`config.mk`:
```
export PLATFORM = sky130hd
export DESIGN_NAME = pipe_rotator
export DESIGN_NICKNAME = d
export VERILOG_FILES = /design/src/rtl/pipe_rotator_pkg.sv /design/src/rtl/pipe_rotator_stage.sv /design/src/rtl/pipe_rotator.sv
export SDC_FILE = /design/constraint.sdc
export NUM_CORES = 1
export LEC_CHECK = 0
export ABC_CLOCK_PERIOD_IN_PS = 1600
export CORE_UTILIZATION = 35
export DETAILED_ROUTE_END_ITERATION = 10
export GPL_TIMING_DRIVEN = 0
export SLEW_MARGIN = 20
export SYNTH_ARGS = -nofsm -noshare
export SYNTH_HDL_FRONTEND = slang
export SYNTH_SLANG_ARGS = --single-unit
export TNS_END_PERCENT = 20
```
`constraint.sdc`:
```
create_clock -name clk -period 1.6 [get_ports clk]
set_clock_uncertainty 0.15 [all_clocks]
set_input_delay 0.24 -clock clk [delete_from_list [all_inputs] [get_ports clk]]
set_output_delay 0.24 -clock clk [all_outputs]
set_load 0.02 [all_outputs]
```
`src/rtl/pipe_rotator_pkg.sv`:
```
// Opcode encoding shared by the rotator top and its per-stage shifter.
package rot_pkg;

    typedef logic [2:0] op_t;

    localparam op_t OP_PASS = 3'b000;
    localparam op_t OP_ROL  = 3'b001;
    localparam op_t OP_ROR  = 3'b010;
    localparam op_t OP_SLL  = 3'b011;
    localparam op_t OP_SRL  = 3'b100;
    localparam op_t OP_SRA  = 3'b101;
    localparam op_t OP_REV  = 3'b110;
    localparam op_t OP_RSVD = 3'b111;

endpackage

```
`src/rtl/pipe_rotator_stage.sv`:
```
// One log-shifter stage: moves data by 2^K when amount bit K is set, then
// registers data, opcode, amount, sign and valid. Holds everything when en=0.
module rot_stage
    import rot_pkg::*;
#(
    parameter int WIDTH = 8,
    parameter int K     = 0,
    parameter int SW    = $clog2(WIDTH)
) (
    input  logic             clk,
    input  logic             rst,
    input  logic             en,
    input  logic [WIDTH-1:0] d_in,
    input  op_t              op_in,
    input  logic [SW-1:0]    amt_in,
    input  logic             sgn_in,
    input  logic             vld_in,
    output logic [WIDTH-1:0] d_q,
    output op_t              op_q,
    output logic [SW-1:0]    amt_q,
    output logic             sgn_q,
    output logic             vld_q
);

    localparam int SH = 1 << K;

    logic [WIDTH-1:0] d_sh;

    // Shift/rotate by this stage's fixed distance; PASS, REV and reserved
    // were settled before stage 0 and just flow through here.
    always_comb begin
        d_sh = d_in;
        if (amt_in[K]) begin
            case (op_in)
                OP_ROL:  d_sh = {d_in[WIDTH-1-SH:0], d_in[WIDTH-1:WIDTH-SH]};
                OP_ROR:  d_sh = {d_in[SH-1:0], d_in[WIDTH-1:SH]};
                OP_SLL:  d_sh = {d_in[WIDTH-1-SH:0], {SH{1'b0}}};
                OP_SRL:  d_sh = {{SH{1'b0}}, d_in[WIDTH-1:SH]};
                OP_SRA:  d_sh = {{SH{sgn_in}}, d_in[WIDTH-1:SH]};
                default: d_sh = d_in;
            endcase
        end
    end

    // Stage register; advances only when the whole pipe advances.
    always_ff @(posedge clk or posedge rst) begin
        if (rst) begin
            d_q   <= '0;
            op_q  <= OP_PASS;
            amt_q <= '0;
            sgn_q <= 1'b0;
            vld_q <= 1'b0;
        end else if (en) begin
            d_q   <= d_sh;
            op_q  <= op_in;
            amt_q <= amt_in;
            sgn_q <= sgn_in;
            vld_q <= vld_in;
        end
    end

endmodule

```
`src/rtl/pipe_rotator.sv`:
```
// Pipelined barrel rotator/shifter: SW log-shifter stages with a
// valid/ready handshake. The last stage register is the output register.
module pipe_rotator
    import rot_pkg::*;
#(
    parameter int WIDTH = 8,
    parameter int SW    = $clog2(WIDTH)
) (
    input  logic             clk,
    input  logic             rst,
    input  logic [WIDTH-1:0] i,
    input  logic [SW-1:0]    s,
    input  logic [2:0]       c,
    input  logic             i_valid,
    output logic             i_ready,
    output logic [WIDTH-1:0] o,
    output logic             o_valid,
    input  logic             o_ready,
    output logic             o_err
);

    logic [SW:0][WIDTH-1:0] data_pipe;
    logic [SW:0][2:0]       op_pipe;
    logic [SW:0][SW-1:0]    amt_pipe;
    logic [SW:0]            sgn_pipe;
    logic [SW:0]            vld_pipe;
    logic [WIDTH-1:0]       d0;
    logic                   adv;

    // Whole pipe moves unless a result is stuck at the output.
    assign adv     = !(o_valid && !o_ready);
    assign i_ready = adv;

    // Stage-0 decode: bit reverse and the reserved zero are resolved here so
    // the shifter stages only ever see shift/rotate work.
    always_comb begin
        d0 = i;
        case (c)
            OP_REV:  for (int b = 0; b < WIDTH; b++) d0[b] = i[WIDTH-1-b];
            OP_RSVD: d0 = '0;
            default: d0 = i;
        endcase
    end

    assign data_pipe[0] = d0;
    assign op_pipe[0]   = c;
    assign amt_pipe[0]  = s;
    assign sgn_pipe[0]  = i[WIDTH-1];
    assign vld_pipe[0]  = i_valid;

    for (genvar k = 0; k < SW; k++) begin : g_stage
        rot_stage #(
            .WIDTH (WIDTH),
            .K     (k),
            .SW    (SW)
        ) u_stage (
            .clk    (clk),
            .rst    (rst),
            .en     (adv),
            .d_in   (data_pipe[k]),
            .op_in  (op_pipe[k]),
            .amt_in (amt_pipe[k]),
            .sgn_in (sgn_pipe[k]),
            .vld_in (vld_pipe[k]),
            .d_q    (data_pipe[k+1]),
            .op_q   (op_pipe[k+1]),
            .amt_q  (amt_pipe[k+1]),
            .sgn_q  (sgn_pipe[k+1]),
            .vld_q  (vld_pipe[k+1])
        );
    end

    assign o       = data_pipe[SW];
    assign o_valid = vld_pipe[SW];
    assign o_err   = (op_pipe[SW] == OP_RSVD);

    // Amount and sign are spent by the time they leave the last stage.
    logic unused_tail;
    assign unused_tail = ^{amt_pipe[SW], sgn_pipe[SW]};

endmodule

```
Word level (Yosys, flattened, before mapping):

Cells that the tools add are included.

* output and inout port bits: 11
* word-level logic and storage cells: 42
* bits in registers: 44
* input port bits: 18

* reductions and logical operators: 4
* muxes and demuxes: 7
* equality and inequality tests: 18

Operator list (count)
* 8-bit case mux with 5 select lines: 2
* 8-bit case mux with 4 select lines: 1
* 3-bit == test (second input constant): 9
* 8-bit 2-to-1 mux: 3
* 3-bit by 2-bit == test with 1-bit output (second input constant): 6
* 8-bit case mux with 2 select lines: 1
* 3-bit by 1-bit == test with 1-bit output (second input constant): 3
* 1-bit logical NOT: 2
* 2-bit OR reduction: 1
* 1-bit logical AND: 1

Depth between registers and ports, before layout:

* depth in word-level cells: 4
* gate-level depth with buffers: 7

Hierarchy:

A second synthesis with hierarchy kept.

* cell total of the unflattened synthesis: 270
* area, all modules: 2808.9 µm²

By module, submodules not included
* rot_stage at g_stage[1].u_stage: cells an instance 96, seq. area each 400.4 µm², times used 1, area an instance 996.0 µm²
* rot_stage at g_stage[0].u_stage: cells an instance 90, seq. area each 400.4 µm², times used 1, area an instance 899.6 µm²
* rot_stage at g_stage[2].u_stage: cells an instance 65, seq. area each 400.4 µm², times used 1, area an instance 754.5 µm²
* pipe_rotator: cells an instance 19, seq. area each 0.0 µm², times used 1, area an instance 158.9 µm²

Least setup slack after synthesis:

No wires, ideal clock.

* path kind: register to output
* start point: reg g_stage[2].u_stage.vld_q
* end point: out i_ready
* buffers on the path: 3
* data arrival time: 1243 ps
* path slack: -33 ps
* cell stages (with the launch flop): 6
* data required time: 1210 ps
* cell sequence: dfrtp_1 -> nor2b_1 -> buf_6 -> inv_1 -> buf_2 -> buf_2

* cells in the longest elaborated chain, start to end: 2

RTL lines
* start, declared: RTL line pipe_rotator_stage.sv:22 `output logic vld_q`
* start signal, assigned: RTL line pipe_rotator_stage.sv:58 `vld_q <= vld_in;`
* 1-bit logical AND: RTL line pipe_rotator.sv:31 `assign adv = !(o_valid && !o_ready);`
* 1-bit logical NOT: RTL line pipe_rotator.sv:31
* end, declared: RTL line pipe_rotator.sv:15 `output logic i_ready,`

Every way passes these cells.

Final worst setup path:

Same ends and word-level chain as after synthesis.

==> summary.md <==
| Metric | Value |
|---|---|
| Number of buffers added on ports | `26` |
| Crit path DAT | `about 1.3 ns` |
| Synth Instances | `267` |
| Core area | `6420 um2` |
| Inserted Clock Buffers | `5` |
| RR Endpoint | `g_stage[2].u_stage.d_q[2]$_DFFE_PP0N_` |
| I/O pins | `29` |
| Share of the synthesized area in the top cell type | `43.5%` |
| Design Area, Final | `a little over 3000 um2` |
| Max Clk Rate | `between 500 and 600 MHz` |
| Area after DPL | `2740 um2` |
| Syn nets | `roughly 290` |
| Antenna viol nets, final | `0` |
| Startpoint types | `flop` |
| Inst Count DP | `around 370` |
| Routed len/inst | `~15 um` |
| Routability cong. | `approximately 0.89` |
| Top cells by area, synth | `dfrtp_1 44%, nand2_1 10%, o21ai_0 5.1%` |
| Pwr per Cell Area | `approximately 1500 nW/um2` |
| Critical Path Sink Type | `output pin` |
| Synth cell types | `38` |
| Detailed-route via count | `around 2.1k` |
| Top-count cell post-synth | `nand2_1` |
| Die X | `about 84 um` |
| Clock root cell | `clkbuf_8` |
| Tcrit/Tclk final | `106%` |
| Worst Path Required | `roughly 1.2 ns` |
| Post-synth top flop | `dfrtp_1` |
| Post-DR vias/cell | `5.43` |
| Max cap viols | `0` |
| Async set-reset flop share out of synthesis | `100%` |
| EDFF count, synth | `0` |
| Reg2reg start | `g_stage[1].u_stage.op_q[0]$_DFFE_PP0N_` |
| Met1 wire length | `between 2000 and 3000 um` |
| CTS tree | `yes` |
| Initial DRC count | `178` |
| Row count | `29` |
| Final Max Tran Viols | `0` |
| Worst skew pair latency | `0.29 ns` |
| Setup slack after layout | `-0.0901 ns` |
| Final wirelength | `around 5900 um` |
| Router iterations before antenna repair | `7` |
| N_diodes | `0` |
| Final Hold Viols | `0` |
| Worst hold path class | `in -> async` |
| Slew margin rel. | `a little over two thirds` |
| Final cell count without fillers | `approximately 390` |
| Largest area contributor in the netlist | `dfrtp_1` |
| Total global-route track usage | `between 10% and 20%` |
| Flop2flop setup slack | `-0.05 ns` |
| Kind of critical path | `reg -> out` |
| Hold buffers post-CTS | `0` |
| Overflow after GRT | `0` |
| Synth Register Bits | `41` |
| Wire length on met2 | `between 2000 and 3000 um` |
| Detailed Place HPWL | `4120 um` |
| Final Setup Violations | `6` |
| CTS H-Tree Depth | `2` |
| Clock Sinks | `slightly above 40` |
| Max Used Layer | `met4` |
| Lkg Pwr | `1.36 nW` |
| Clock Path Buffers | `2` |
| Peak supply drop | `0.000463 V` |
| CP max FO | `7` |
| Largest net degree at the start of global routing | `24` |
| Initial Util | `36.7%` |
| Outcome | `finished with violations` |
| DIE HEIGHT | `roughly 84 um` |
| Synth cell count leaders | `64 x nand2_1, 41 x dfrtp_1, 24 x o21ai_0` |
| Clk slew on worst S/H paths | `about 0.08 ns` |
| Area grow syn2layout | `29.5%` |
| Synthesis Warnings | `0` |
| Violated checks | `DRC, setup timing` |
| R2R cell count | `4` |
| Register area share after synthesis | `43.5%` |
| Synth Area per Inst | `8.83 um2` |
| Min Tclk post-route | `between 1.5 and 2 ns` |
| Unrepaired setup endpoints after global routing | `true` |
| Initial antenna violation count | `0` |
| Vias in the first global route | `around 1.9k` |
| NumNets Final | `between 300 and 400` |
| # DRC | `4` |
| Post-Syn Area | `2360 um2` |
| First-pass GRT wire length | `between 9000 and 10,000 um` |
| Die ar. | `7070 um2` |
| Slew @ Worst Pin | `between 0.4 and 0.5 ns` |
| Place WS | `-0.886 ns` |
| Met3 WL | `129 um` |
| Layout cells sized above 1 | `23.4%` |
[logic make-up after synthesis]
group,after synthesis,synth area share (%)
simple gates,104,22.1
flops,41,43.5
buf+inv,42,9.24
compound gates,80,25.2
[worst max-delay path by stage]
stage,from,endpoint,slack [ns],cells after the start
after floorplan,g_stage[2].u_stage.vld_q$_DFFE_PP0N_,g_stage[1].u_stage.d_q[6]$_DFFE_PP0N_,-0.002,7
after global placement,o_ready,i_ready,-0.88,7
after detailed placement,o_ready,i_ready,-0.89,7
after CTS,o_ready,i_ready,-0.13,7
after global routing,g_stage[1].u_stage.op_q[0]$_DFFE_PP0N_,g_stage[2].u_stage.d_q[0]$_DFFE_PP0N_,-0.14,4
final,g_stage[2].u_stage.vld_q$_DFFE_PP0N_,i_ready,-0.09,6
[critical path, cell delays in order, from the launching register on]
cell and delay [ns]:
dfrtp_1 0.38, nor2b_4 0.12, buf_6 0.13, inv_6 0.06, buf_8 0.10, buf_8 0.11
buf_6 0.11
[what timing repair did]
action                     4_1_cts  5_1_grt
cloned                           0        0
buffers inserted                 2       12
setup endpoints to repair       46       25
resized for setup               34       25
pin swaps                        3       18
[through the flow]
stage | hold WS (ns) | utilization [%] | TNS [ns] | total power, W
floorplan | 0.202 | - | -0.00681 | 0.00298
global placement | 0.295 | 42.3 | -37.68 | 0.00355
detailed placement | 0.304 | 42.7 | -12.76 | 0.00360
CTS | 0.135 | 45.0 | -0.662 | 0.00431
global route | 0.156 | 47.5 | -1.02 | 0.00482
finish | 0.120 | 47.5 | -0.247 | 0.00451
[registers in the layout, indices dropped and copies added (netlist names)]
| signal | cells |
|---|---|
| g_stage.u_stage.d_q | 24 |
| g_stage.u_stage.op_q | 9 |
| g_stage.u_stage.amt_q | 3 |
| g_stage.u_stage.vld_q | 3 |
| g_stage.u_stage.sgn_q | 2 |
[layout make-up]
class                      instances  area (um2)
multi-input combinational        184        1180
tap                               77        96.3
sequential                        41        1030
timing repair buffer              41         388
fill                             633        3370
inverter                          15        61.3
clock buffer                       6        72.6
buffer                            27         209
clock inverter                     2        15.0
[cell usage in the layout (no fill, tap or decap), drive strengths merged]
cell type / netlist / routed
buf: 18 / 39
nand3: 1 / 1
and3: 2 / 2
nor2: 3 / 3
a21oi: 13 / 13
a222oi: 4 / 4
a31oi: 2 / 2
nand4: 2 / 2
nand4b: 1 / 1
o311ai: 5 / 5
dfrtp: 41 / 41
nor3: 1 / 1
dlygate4sd2: 0 / 5
a221o: 9 / 9
a32oi: 2 / 2
nand3b: 3 / 3
or3: 2 / 2
or3b: 1 / 1
nor2b: 7 / 7
nand2: 64 / 64
clkinvlp: 0 / 2
o2111ai: 6 / 6
o22ai: 2 / 2
and4: 1 / 1
and2: 1 / 1
nand2b: 7 / 7
a22oi: 2 / 2
o221ai: 2 / 2
dlymetal6s2s: 0 / 2
clkdlybuf4s50: 0 / 13
a221oi: 5 / 5
o21ai: 24 / 24
a211oi: 3 / 3
o21ba: 1 / 1
clkbuf: 9 / 15
inv: 15 / 15
nor3b: 8 / 8
[layer usage]
layer  vias to the layer above  global-route usage (%)
met5                         -                       0
met4                         0                    5.96
met3                         7                    2.27
met2                        31                    29.0
met1                      1045                    23.4
li1                       1050                       -
[power breakdown]
| group | switching [W] | internal (W) | leakage (nW) |
|---|---|---|---|
| logic | 0.00102 | 0.00103 | 0.831 |
| clock network | 0.000360 | 0.000307 | 0.0374 |
| registers | 0.000352 | 0.00143 | 0.496 |
Note: power is estimated with default switching activity, not from simulation.
